===== src/rtl/qs_sort_sched.sv =====
// Sort scheduler: round-robin claims READY banks from the scoreboard, runs the sort engine
// on one bank at a time and retires it as SORTED (err set on engine error or watchdog expiry).
module qs_sort_sched #(
  parameter int unsigned BankN   = 2,
  parameter int unsigned Timeout = 1024,
  parameter int unsigned AddrW   = 10,
  localparam int unsigned IdxW   = (BankN > 1) ? $clog2(BankN) : 1,
  // Bank state word: {status[1:0], err, n[AddrW-1:0]}
  localparam int unsigned StW    = AddrW + 3,
  localparam int unsigned CntW   = $clog2(Timeout + 1)
) (
  input  logic             clk_i,
  input  logic             rst_i,
  input  logic             en_i,
  output logic [IdxW-1:0]  sb_rd_idx_o,
  input  logic [StW-1:0]   sb_rd_state_i,
  output logic             sb_wr_vld_o,
  output logic [IdxW-1:0]  sb_wr_idx_o,
  output logic [StW-1:0]   sb_wr_state_o,
  input  logic             sb_wr_gnt_i,
  output logic             sort_start_o,
  output logic [IdxW-1:0]  sort_bank_o,
  output logic [AddrW-1:0] sort_n_o,
  input  logic             sort_done_i,
  input  logic             sort_err_i,
  output logic             busy_o
);

  // Status encoding shared with the scoreboard: 0 empty, 1 ready, 2 sorting, 3 sorted.
  localparam logic [1:0] StatReady   = 2'd1;
  localparam logic [1:0] StatSorting = 2'd2;
  localparam logic [1:0] StatSorted  = 2'd3;

  typedef enum logic [2:0] {
    StIdle,
    StScan,
    StStart,
    StBusy,
    StRetire
  } state_e;

  state_e           state_q;
  logic [IdxW-1:0]  scan_ptr_q;
  logic [IdxW-1:0]  sort_bank_q;
  logic [AddrW-1:0] sort_n_q;
  logic             sort_start_q;
  logic             busy_q;
  logic             err_q;
  logic [CntW-1:0]  cnt_q;

  logic [1:0]       rd_status;
  logic [AddrW-1:0] rd_n;
  logic             rd_ready;

  assign rd_status = sb_rd_state_i[StW-1 -: 2];
  assign rd_n      = sb_rd_state_i[AddrW-1:0];
  assign rd_ready  = (rd_status == StatReady);

  function automatic logic [IdxW-1:0] ptr_inc(input logic [IdxW-1:0] p);
    logic [IdxW-1:0] r;
    if (p == IdxW'(BankN - 1)) begin
      r = '0;
    end else begin
      r = p + IdxW'(1);
    end
    return r;
  endfunction

  always_ff @(posedge clk_i) begin
    if (rst_i) begin
      state_q      <= StIdle;
      scan_ptr_q   <= '0;
      sort_bank_q  <= '0;
      sort_n_q     <= '0;
      sort_start_q <= 1'b0;
      busy_q       <= 1'b0;
      err_q        <= 1'b0;
      cnt_q        <= '0;
    end else begin
      unique case (state_q)
        StIdle: begin
          if (en_i) begin
            state_q <= StScan;
          end
        end
        StScan: begin
          if (rd_ready) begin
            // Without a grant the claim is retried on the same bank next cycle.
            if (sb_wr_gnt_i) begin
              sort_bank_q  <= scan_ptr_q;
              sort_n_q     <= rd_n;
              busy_q       <= 1'b1;
              sort_start_q <= 1'b1;
              state_q      <= StStart;
            end
          end else begin
            scan_ptr_q <= ptr_inc(scan_ptr_q);
            if (!en_i) begin
              state_q <= StIdle;
            end
          end
        end
        StStart: begin
          sort_start_q <= 1'b0;
          cnt_q        <= '0;
          state_q      <= StBusy;
        end
        StBusy: begin
          cnt_q <= cnt_q + CntW'(1);
          // A completion on the watchdog cycle takes precedence over the timeout.
          if (sort_done_i) begin
            err_q   <= sort_err_i;
            state_q <= StRetire;
          end else if (cnt_q == CntW'(Timeout - 1)) begin
            err_q   <= 1'b1;
            state_q <= StRetire;
          end
        end
        StRetire: begin
          if (sb_wr_gnt_i) begin
            busy_q     <= 1'b0;
            scan_ptr_q <= ptr_inc(sort_bank_q);
            state_q    <= en_i ? StScan : StIdle;
          end
        end
        default: state_q <= StIdle;
      endcase
    end
  end

  always_comb begin
    sb_rd_idx_o   = (state_q == StRetire) ? sort_bank_q : scan_ptr_q;
    sb_wr_vld_o   = 1'b0;
    sb_wr_idx_o   = sb_rd_idx_o;
    sb_wr_state_o = sb_rd_state_i;
    if (state_q == StScan && rd_ready) begin
      sb_wr_vld_o                = 1'b1;
      sb_wr_state_o[StW-1 -: 2]  = StatSorting;
    end else if (state_q == StRetire) begin
      sb_wr_vld_o                = 1'b1;
      sb_wr_state_o[StW-1 -: 2]  = StatSorted;
      sb_wr_state_o[AddrW]       = err_q;
    end
  end

  assign sort_start_o = sort_start_q;
  assign sort_bank_o  = sort_bank_q;
  assign sort_n_o     = sort_n_q;
  assign busy_o       = busy_q;

  // Handshake invariants.
  a_start_pulse : assert property (@(posedge clk_i) disable iff (rst_i)
    sort_start_q |=> !sort_start_q);
  a_busy_state : assert property (@(posedge clk_i) disable iff (rst_i)
    busy_q == (state_q inside {StStart, StBusy, StRetire}));
  a_wr_state : assert property (@(posedge clk_i) disable iff (rst_i)
    sb_wr_vld_o |-> (state_q inside {StScan, StRetire}));

endmodule


===== config.mk =====
export PLATFORM = sky130hd
export DESIGN_NAME = qs_sort_sched
export DESIGN_NICKNAME = d
export VERILOG_FILES = /design/src/rtl/qs_sort_sched.sv
export SDC_FILE = /design/constraint.sdc
export NUM_CORES = 1
export LEC_CHECK = 0
export ABC_AREA = 1
export CAP_MARGIN = 20
export CORE_MARGIN = 3
export CORE_UTILIZATION = 48
export DETAILED_ROUTE_END_ITERATION = 8
export PLACE_DENSITY_LB_ADDON = 0.12
export SYNTH_ARGS = -nofsm -noshare
export SYNTH_HDL_FRONTEND = slang
export SYNTH_SLANG_ARGS = --single-unit

===== constraint.sdc =====
create_clock -name clk_i -period 3.5 [get_ports clk_i]
set_input_delay 0.7 -clock clk_i [delete_from_list [all_inputs] [get_ports clk_i]]
set_output_delay 0.7 -clock clk_i [all_outputs]
set_load 0.01 [all_outputs]

* After elaboration in Yosys (flattened, before gate mapping)
Index checks and enable logic that the tools add are counted.
** Word-level totals
- Bits in registers :: 29
** Cells by class
- Add/sub/neg operators :: 3
- Equality and inequality tests :: 14
- Multiplexer cells :: 28
- Reductions and logical operators :: 12
** Operators by type and width (number)
- 3-bit 2-to-1 mux :: 8
- 11-bit one-hot mux with 2 select lines :: 1
- 3-bit one-hot mux with 5 select lines :: 1
- 1-bit 2-to-1 mux :: 14
- 11-bit by 1-bit adder with 11-bit output (second input constant) :: 1
- 11-bit by 10-bit equality test with 1-bit output (second input constant) :: 1
- 2-bit != test (second input constant) :: 5
- 3-bit != test (second input constant) :: 3
- 3-bit AND reduction :: 3
- 2-bit nonzero test :: 4
- 3-bit by 2-bit equality test with 1-bit output (second input constant) :: 2
- 1-bit one-hot mux with 2 select lines :: 3
- 5-bit AND reduction :: 1
- 4-bit AND reduction :: 1
- 3-bit by 1-bit equality test with 1-bit output (second input constant) :: 1
- 3-bit equality test (second input constant) :: 1
- 3-bit logical NOT :: 1
- 1-bit adder (second input constant) :: 2
- 2-bit by 1-bit equality test with 1-bit output (second input constant) :: 1
- 2-bit 2-to-1 mux :: 1
- 2-bit AND reduction :: 1
- 1-bit logical AND :: 1

* Longest topological paths before layout
Gate-level depths: netlist of the first run.
- Word-level depth :: 4
- Mapped depth :: 9
- Mapped depth without buffers :: 9

* Worst setup path after synthesis of the first run
Ideal clock, no wire load.
- Path type :: input-to-output
- Start point :: input sb_rd_state_i[11]
- End point :: output sb_wr_state_o[11]
- Data arrival time :: 1.217 ns
- Stages :: 5
- Path slack :: 1.583 ns
- Data required time :: 2.800 ns
- Cell sequence :: inv_1 > nor2_1 > inv_1 > nor2_4 > o21ai_0
** On the way
- Cells in the longest elaborated chain, start to end :: 3
** RTL lines
- start, declared :: RTL line 16 : input logic [StW-1:0] sb_rd_state_i,
- 2-bit by 1-bit equality test with 1-bit output :: RTL line 57 : assign rd_ready = (rd_status == StatReady);
- 1-bit logical AND :: RTL line 136 : if (state_q == StScan && rd_ready) begin
- 2-bit 2-to-1 mux * :: RTL line 136
- end, declared :: RTL line 19 : output logic [StW-1:0] sb_wr_state_o,
Every way passes the cells marked *; elsewhere a longest branch is shown, timed or not.

* Worst setup path in the final report of the first run
- Start point :: input sb_rd_state_i[11]
- End point :: output sb_wr_state_o[12]
** On the way
- Cells in the longest elaborated chain, start to end :: 3
** RTL lines (RTL line)
- 2-bit by 1-bit equality test with 1-bit output :: 57
- 1-bit logical AND :: 136
- 2-bit 2-to-1 mux :: 136
No other way between the ends.

==> results of run 1 <==
## power by group through the flow
stage          clock (mW)  combinational, mW  sequential (mW)
4_1_cts             0.206              0.114            0.345
3_5_place_dp            0              0.113            0.353
5_1_grt             0.220              0.125            0.346
6_report            0.199              0.112            0.345
2_1_floorplan           0             0.0577            0.354
3_3_place_gp            0              0.112            0.353
## sequential cells by signal, summed over array words and instances, names as in the netlist
name / flops
sort_start_o: 1
cnt_q: 11
scan_ptr_q: 1
sort_bank_o: 1
busy_o: 1
state_q: 3
err_q: 1
sort_n_o: 10
## critical path: cells and delay by family
| family | cells | cell delay, ps |
|---|---|---|
| buf+inv | 5 | 1220 |
| simple gates | 3 | 280 |
## per-layer routing
layer | GRT usage | wire length [µm] | up-vias
li1 | - | - | 738
met1 | 0.230 | 1450 | 586
met2 | 0.305 | 1440 | 43
met3 | 0.0660 | 230 | 6
met4 | 0.0743 | 53 | 0
met5 | 0 | 0 | -
## cells in the mapped netlist
cell type / number
nor2_2: 1
buf_1: 1
o21ai_0: 18
o21ai_1: 2
a21oi_1: 11
nor3_1: 2
buf_6: 2
a211oi_1: 1
nand3_1: 11
dfxtp_1: 29
o22ai_1: 1
ha_1: 1
nand2_2: 1
o21ai_2: 1
nor2_4: 2
nand4_1: 3
nand2_1: 40
inv_2: 4
inv_1: 21
nor2_1: 44
and3_2: 1
buf_4: 11
nand3_4: 1
## how the worst min path moves through the flow
stage,startpoint,end,slack (ps),cells past startpoint
finish,sort_start_o,sort_start_o,460,2
global placement,cnt_q[6],cnt_q[6],430,2
detailed placement,sort_start_o,sort_start_o,450,2
CTS,sort_start_o,sort_start_o,460,2
floorplan,cnt_q[6],cnt_q[6],420,2
global route,sort_start_o,sort_start_o,480,2
## final cells by class
type                    instances  share of cell area
clock buffers                   7              0.0292
flip-flops and latches         29               0.307
repair buffers                 47               0.249
well taps                      31              0.0205
inverters                      25              0.0497
multi-input cells             141               0.344
## cells in the final DEF (no fill, tap or decap)
master | synthesis | routed
o21ai_2 | 1 | 1
nand3_4 | 1 | 1
nand2_2 | 1 | 1
a211oi_1 | 1 | 1
ha_1 | 1 | 1
a21oi_1 | 11 | 11
inv_2 | 4 | 4
o21ai_1 | 2 | 2
o21ai_0 | 18 | 18
nor3_1 | 2 | 2
nor2_1 | 44 | 44
dfxtp_1 | 29 | 29
inv_1 | 21 | 21
clkdlybuf4s50_1 | 0 | 47
clkbuf_8 | 0 | 1
nand3_1 | 11 | 11
nor2_2 | 1 | 1
o22ai_1 | 1 | 1
nor2_4 | 2 | 2
and3_2 | 1 | 1
clkbuf_1 | 0 | 1
nand4_1 | 3 | 3
clkbuf_4 | 0 | 5
nand2_1 | 40 | 40
## cell families after synthesis
| logic type | count (synthesis) | share of synthesized area |
|---|---|---|
| AO/OA/AOI/OAI | 34 | 0.124 |
| AND/OR/NAND/NOR | 106 | 0.321 |
| adder cells (fa/ha/maj) | 1 | 0.00873 |
| flip-flops | 29 | 0.405 |
| buffers and inverters | 39 | 0.141 |
==> qor.yml, run 1 <==
status: "complete, no violations"
grt_pass1_wl_um: 5250
crit_required_ps: 2800
wirelength_um: 3170
relSlewSlack: 0.705
sequentialPowerShare: 0.526
hold_class: "reg2reg"
cpMaxStageDelayCell: "clkdlybuf4s50_1"
die_y_um: 60.6
dp_hpwl_um: 2480
reg2reg_from: "cnt_q[0]"
die_area_um2: 3680
irDropWorstVdd_v: 0.000237
p_leak_nw: 0.802
grt_max_degree: 18
dpl_cell_area_um2: 1830
grt_pass1_vias: 1253
wl_per_cell_um: 11.3
synth_nets: 229
ys_seq_elements: 29
rsz0062_at_grt: "no"
ioPinCount: 48
design_area_um2: 1890
crit_fanout: 3
overflow: 0
drc: 0
rr_worst_depth: 8
final_cells: 280
holdWs_ps: 456
maxSlewViolCount: 0
cts_setup_buffers: 0
mappedNetlistArea_um2: 1430
cts_root_buffer: "clkbuf_4"
comb_power_share: 0.171
h-tree-depth: 2
post-route-util: 0.673
syn_area_per_cell_um2: 6.85
first_pass_iters: 4
gp_congestion: 0.816
synth_warnings: 0
cts_tree: "yes"
crit_type: "in2out"
powerDensity_nw_per_um2: 348
fin_skew_ps: 5.00
cp-startpoint: "sb_rd_state_i[11]"
dp_cells: 273
crit_top_cell: "inv_1"
cts_buffer_depth: 2
r2r-end: "state_q[0]"
critPathLaunchType: "input pin"
path_cells: "clkdlybuf4s50_1, inv_1, nor2_1, inv_1, nor2_4, inv_1, nand3_1, clkdlybuf4s50_1"
crit_end: "sb_wr_state_o[12]"
gr-usage-all-layers: 0.189
setup_viol: 0
fp-row-count: 19
nFillCells: 289
critical-path-max-stage-delay_ps: 530
antenna_cells: 0
io_buffer_count: 47
tns_ps: 0
ant_nets: 0
synth.top_cell.area_share: 0.405
p_sw_frac: 0.248
area_delta_synth_final_pct: 31.8
crit_path_end_kind: "output port"
via_count: 1373
p_clk_frac: 0.303
worst_pin_slew_ps: 442
synthTopCellsByArea: "dfxtp_1 41%, nor2_1 12%, nand2_1 10%"
finalCriticalPeriod_ps: 2900
cap_violations: 0
die_w_um: 60.6
cts_hold_buf: 0
cts.sinks: 29
ff_latch_area_um2: 581
post_cts_resized: 0
fp.coreArea_um2: 2810
clock.fmax_mhz: 345
synth_cell_type_count: 23
p_switching_mw: 0.163
ff2ff_setup_slack_ps: 2060
initial_core_util: 0.511
cts.clk_slew.worst_paths_ps: 80
multi_input_area_um2: 649
drive_gt1_frac: 0.0683
yosysSeqAreaShare: 0.405
cts_inserted_buffers: 5
drt_iter0_drc: 134
synth_top_area_cell: "dfxtp_1"
period_share: 0.829
nNetsFinal: 269
drt-vias-per-instance: 4.90
postSynthCellCount: 209
antenna_found_initial: 0
internal_power_mw: 0.494
pre_cts_ws_ps: 599
post-route-worst-setup-slack_ps: 599
final_hold_viol_count: 0
total_power_mw: 0.656
worstPathArrival_ps: 2200
clkLatencyLatePin_ps: 310
Note: power is estimated with default switching activity, not from simulation.
==> run 2, diff against run 1 <==
--- a/config.mk
+++ b/config.mk
@@ -8,7 +8,7 @@
 export ABC_AREA = 1
 export CAP_MARGIN = 20
 export CORE_MARGIN = 3
-export CORE_UTILIZATION = 48
+export CORE_UTILIZATION = 45
 export DETAILED_ROUTE_END_ITERATION = 8
 export PLACE_DENSITY_LB_ADDON = 0.12
 export SYNTH_ARGS = -nofsm -noshare
==> constraint.sdc (replaced) <==
create_clock -name clk_i -period 2.9 [get_ports clk_i]
set_input_delay 0.58 -clock clk_i [delete_from_list [all_inputs] [get_ports clk_i]]
set_output_delay 0.58 -clock clk_i [all_outputs]
set_load 0.01 [all_outputs]
==> run 2 against run 1 <==
Against the previous run: total power grew 23%; global-route usage shrank 1.9 points; critical path depth is the same; first-iteration DRC count shrank 43%; hold slack lost 11 ps; critical endpoint unchanged.
==> qor.yml, run 2 (same netlist as run 1, synthesis figures left out) <==
grt_pass1_wl_um: 5350
dp_hpwl_um: 2390
clock.fmax_mhz: 377
p_clk_frac: 0.316
crit_type: "in2out"
cpMaxStageDelayCell: "clkdlybuf4s50_1"
rsz0062_at_grt: "no"
cts_buffer_depth: 2
antenna_found_initial: 0
hold_class: "reg2reg"
min-delay-start: "cnt_q[6]"
irDropWorstVdd_v: 0.000259
maxSlewViolCount: 0
fin_skew_ps: 9.77
ant_nets: 0
worstPathArrival_ps: 2080
internal_power_mw: 0.597
tns_ps: 0
crit_fanout: 3
comb_power_share: 0.169
final_common_cell: "clkdlybuf4s50_1"
crit_required_ps: 2320
drt-vias-per-instance: 4.67
die_w_um: 62.4
grt_max_degree: 17
gr-usage-all-layers: 0.170
wl_per_cell_um: 10.6
p_leak_nw: 0.807
post_cts_resized: 0
crit_top_cell: "inv_1"
drive_gt1_frac: 0.0720
initial_core_util: 0.494
status: "complete, no violations"
path_cells: "clkdlybuf4s50_1, inv_1, nor2_1, inv_1, nor2_4, inv_1, nand3_1, clkdlybuf4s50_1"
fp-row-count: 19
post-route-util: 0.658
critical-path-max-stage-delay_ps: 530
critPathLaunchType: "input pin"
fp.coreArea_um2: 2900
largest_reg_flops: 11
p_sw_frac: 0.261
nNetsFinal: 270
setup_viol: 0
largest-register: "cnt_q"
cp-startpoint: "sb_rd_state_i[11]"
cts_setup_buffers: 0
wirelength_um: 3090
grt_pass1_vias: 1218
period_share: 0.916
finalCriticalPeriod_ps: 2660
gp_congestion: 0.784
p_switching_mw: 0.211
powerDensity_nw_per_um2: 423
cts_tree: "yes"
critPathTopFamily: "buffers and inverters"
cts_root_buffer: "clkbuf_4"
worst-path-buf-inv: 5
area_delta_synth_final_pct: 33.3
clkLatencyLatePin_ps: 330
io_buffer_count: 47
reg2reg_from: "cnt_q[0]"
drt_iter0_drc: 76
cts_inserted_buffers: 5
antenna_cells: 0
h-tree-depth: 2
first_pass_iters: 4
cts_hold_buf: 0
via_count: 1364
worst_pin_slew_ps: 269
relSlewSlack: 0.820
cts.sinks: 29
cap_violations: 0
crit_path_end_kind: "output port"
drc: 0
ioPinCount: 48
die_y_um: 62.4
final_cell_mix: "47 x clkdlybuf4s50_1, 44 x nor2_1, 40 x nand2_1, 29 x dfxtp_1, 21 x inv_1"
overflow: 0
final_hold_viol_count: 0
sequentialPowerShare: 0.515
cts.clk_slew.worst_paths_ps: 90
die_area_um2: 3900
## run 2: cell count changes in the layout (fill, tap and decap cells not counted)
| cell | change |
|---|---|
| buf_4 | +1 |
## run 2: cell type report
class	count	area, µm²
clock buffer	7	55.1
fill	268	991
inverter	25	93.8
multi-input combinational	141	649
sequential	29	581
tap	42	52.6
timing repair buffer	48	478
## run 2: path summary, 6_finish.rpt
path                                          end  slack, ps  cells after the start
worst max-delay path            sb_wr_state_o[12]        240                      8
worst min-delay path                     cnt_q[6]        440                      2
worst max register to register         state_q[0]       1430                      8
worst min register to register           cnt_q[6]        440                      2
## run 2: layer usage
metal | vias up | share of wire | GRT usage
li1 | 745 | - | -
met1 | 579 | 0.47 | 0.198
met2 | 40 | 0.43 | 0.266
met3 | 0 | 0.10 | 0.0971
met4 | 0 | 0 | 0.0441
met5 | - | 0 | 0
## run 2: per-stage QoR
step	instances	setup slack [ps]	total power [mW]	cell area, µm²	hold WS (ps)
4_1_cts	292	241	0.813	1910	450
3_5_place_dp	285	247	0.562	1850	435
6_report	292	245	0.808	1910	445
3_3_place_gp	285	259	0.563	1850	436
5_1_grt	292	113	0.844	1910	470
2_1_floorplan	209	1220	0.497	1430	421
## run 2: power by group through the flow
stage          Sequential (mW)  Combinational [mW]  Clock, mW
2_1_floorplan            0.428              0.0697          0
3_3_place_gp             0.425               0.137          0
3_5_place_dp             0.426               0.137          0
4_1_cts                  0.416               0.138      0.259
5_1_grt                  0.418               0.151      0.276
6_report                 0.416               0.137      0.255
## run 2: worst min-delay path, delay by kind of cell (launching register included)
kind                   cells  cell delay, ps
AO/OA/AOI/OAI              1              50
buffers and inverters      1              50
flip-flops                 1             320
==> run 3, diff against run 2 <==
--- a/config.mk
+++ b/config.mk
@@ -7,9 +7,11 @@
 export LEC_CHECK = 0
 export ABC_AREA = 1
 export CAP_MARGIN = 20
+export CORE_ASPECT_RATIO = 0.8
 export CORE_MARGIN = 3
 export CORE_UTILIZATION = 45
 export DETAILED_ROUTE_END_ITERATION = 8
+export HOLD_SLACK_MARGIN = 0.02
 export PLACE_DENSITY_LB_ADDON = 0.12
 export SYNTH_ARGS = -nofsm -noshare
 export SYNTH_HDL_FRONTEND = slang
==> run 3 against run 2 <==
Against the previous run: register-to-register slack better by 30 ps; non-clock buffer count stayed put; combinational power hardly changed; hold slack about the same; sequential power hardly changed; first-iteration DRC count decreased by 7.9%; sequential cell count did not move; clock power grew 69%; global-route usage up 1.0 points; clock skew down 4.3 ps; largest cell class unchanged; largest power group is now the clock network; highest routed layer is now met4.
==> qor.yml, run 3 (same netlist as run 1, synthesis figures left out) <==
status: "complete, no violations"
cts_tree: "yes"
ant_nets: 0
grt_pass1_wl_um: 5620
tns_ps: 0
final_cell_mix: "47 x clkdlybuf4s50_1, 44 x nor2_1, 40 x nand2_1, 29 x dfxtp_1, 21 x inv_1"
nFillCells: 270
cts_buffer_depth: 2
wl_per_cell_um: 11.1
grt_max_degree: 17
clock.fmax_mhz: 375
antenna_found_initial: 0
post-route-util: 0.679
die_area_um2: 3900
drt_iter0_drc: 70
final_common_cell: "clkdlybuf4s50_1"
worst_pin_slew_ps: 265
initial_core_util: 0.495
cap_violations: 0
cts.clk_slew.worst_paths_ps: 60
crit_fanout: 3
drt-vias-per-instance: 4.71
die_w_um: 69.1
crit_cells: 8
path_cells: "clkdlybuf4s50_1, inv_1, nor2_1, inv_1, nor2_4, inv_1, nand3_1, clkdlybuf4s50_1"
crit_path_end_kind: "output port"
design_area_um2: 1970
wirelength_um: 3220
overflow: 0
gp_congestion: 0.855
rsz0062_at_grt: "no"
fp.coreArea_um2: 2890
pre_cts_ws_ps: 234
cts.sinks: 29
largest_reg_flops: 11
powerDensity_nw_per_um2: 500
dpl_cell_area_um2: 1850
io_buffer_count: 47
finalCriticalPeriod_ps: 2670
r2r-end: "state_q[0]"
dp_hpwl_um: 2470
fp-row-count: 17
critPathLaunchType: "input pin"
critical-path-max-stage-delay_ps: 530
area_delta_synth_final_pct: 37.2
reg2reg_from: "cnt_q[0]"
post_cts_resized: 0
fin_skew_ps: 5.48
first_pass_iters: 4
crit_required_ps: 2320
post-route-worst-setup-slack_ps: 232
p_leak_nw: 0.834
h-tree-depth: 2
cts_root_buffer: "clkbuf_8"
die_y_um: 56.5
crit_end: "sb_wr_state_o[12]"
worstPathArrival_ps: 2090
cts_setup_buffers: 0
irDropWorstVdd_v: 0.000299
antenna_cells: 0
worst-path-buf-inv: 5
setup_viol: 0
ff2ff_setup_slack_ps: 1460
maxSlewViolCount: 0
gr-usage-all-layers: 0.180
hold_class: "reg2reg"
crit_top_cell: "inv_1"
period_share: 0.920
ioPinCount: 48
nNetsFinal: 270
crit_type: "in2out"
final_hold_viol_count: 0
critPathTopFamily: "buffers and inverters"
relSlewSlack: 0.821
drive_gt1_frac: 0.0757
rr_worst_depth: 8
largest-register: "cnt_q"
drc: 0
cts_hold_buf: 0
cts_inserted_buffers: 5
via_count: 1362
cp-startpoint: "sb_rd_state_i[11]"
cpMaxStageDelayCell: "clkdlybuf4s50_1"
clkLatencyLatePin_ps: 280
grt_pass1_vias: 1284
## run 3: changes by cell type in the layout (fill, tap and decap cells not counted)
| cell | delta |
|---|---|
| clkbuf_8 | +5 |
| clkbuf_4 | -5 |
| bufinv_16 | +1 |
## run 3: through the flow
step / instances / hold slack [ps] / power (mW)
after floorplan: 209 / 421 / 0.497
after global placement: 281 / 436 / 0.562
after detailed placement: 281 / 436 / 0.563
after CTS: 289 / 446 / 0.992
after global routing: 289 / 473 / 1.03
final: 289 / 445 / 0.984
## run 3: how the worst min path moves through the flow
stage	from	endpoint	slack, ps	cells after the start
global route	sort_start_o	sort_start_o	470	2
detailed placement	cnt_q[6]	cnt_q[6]	440	2
global placement	cnt_q[6]	cnt_q[6]	440	2
CTS	cnt_q[6]	cnt_q[6]	450	2
floorplan	cnt_q[6]	cnt_q[6]	420	2
finish	cnt_q[6]	cnt_q[6]	440	2
## run 3: area by class of cell
class                      count  area [µm²]  area share
timing repair buffer          48         478       0.243
sequential                    29         581       0.295
clock buffer                   7        86.3      0.0439
tap                           38        47.5      0.0242
clock inverter                 1        30.0      0.0153
inverter                      25        93.8      0.0477
multi-input combinational    141         649       0.330
## run 3: routing by layer
| layer | part of all wire | track usage | vias to the layer above |
|---|---|---|---|
| met4 | 0.017 | 0.0836 | 0 |
| met5 | 0 | 0 | - |
| met2 | 0.46 | 0.292 | 29 |
| li1 | - | - | 737 |
| met1 | 0.47 | 0.218 | 591 |
| met3 | 0.046 | 0.0555 | 5 |
## run 3: power breakdown
group          internal (mW)  total, mW  switching [mW]  leakage [nW]
registers              0.409      0.417         0.00805         0.235
logic                 0.0741      0.137          0.0627         0.541
clock network          0.280      0.430           0.150        0.0585
## run 3: worst min-delay path, cell delays in order (launching register included)
cell and delay (ps):
dfxtp_1 310, inv_1 50, a21oi_1 50
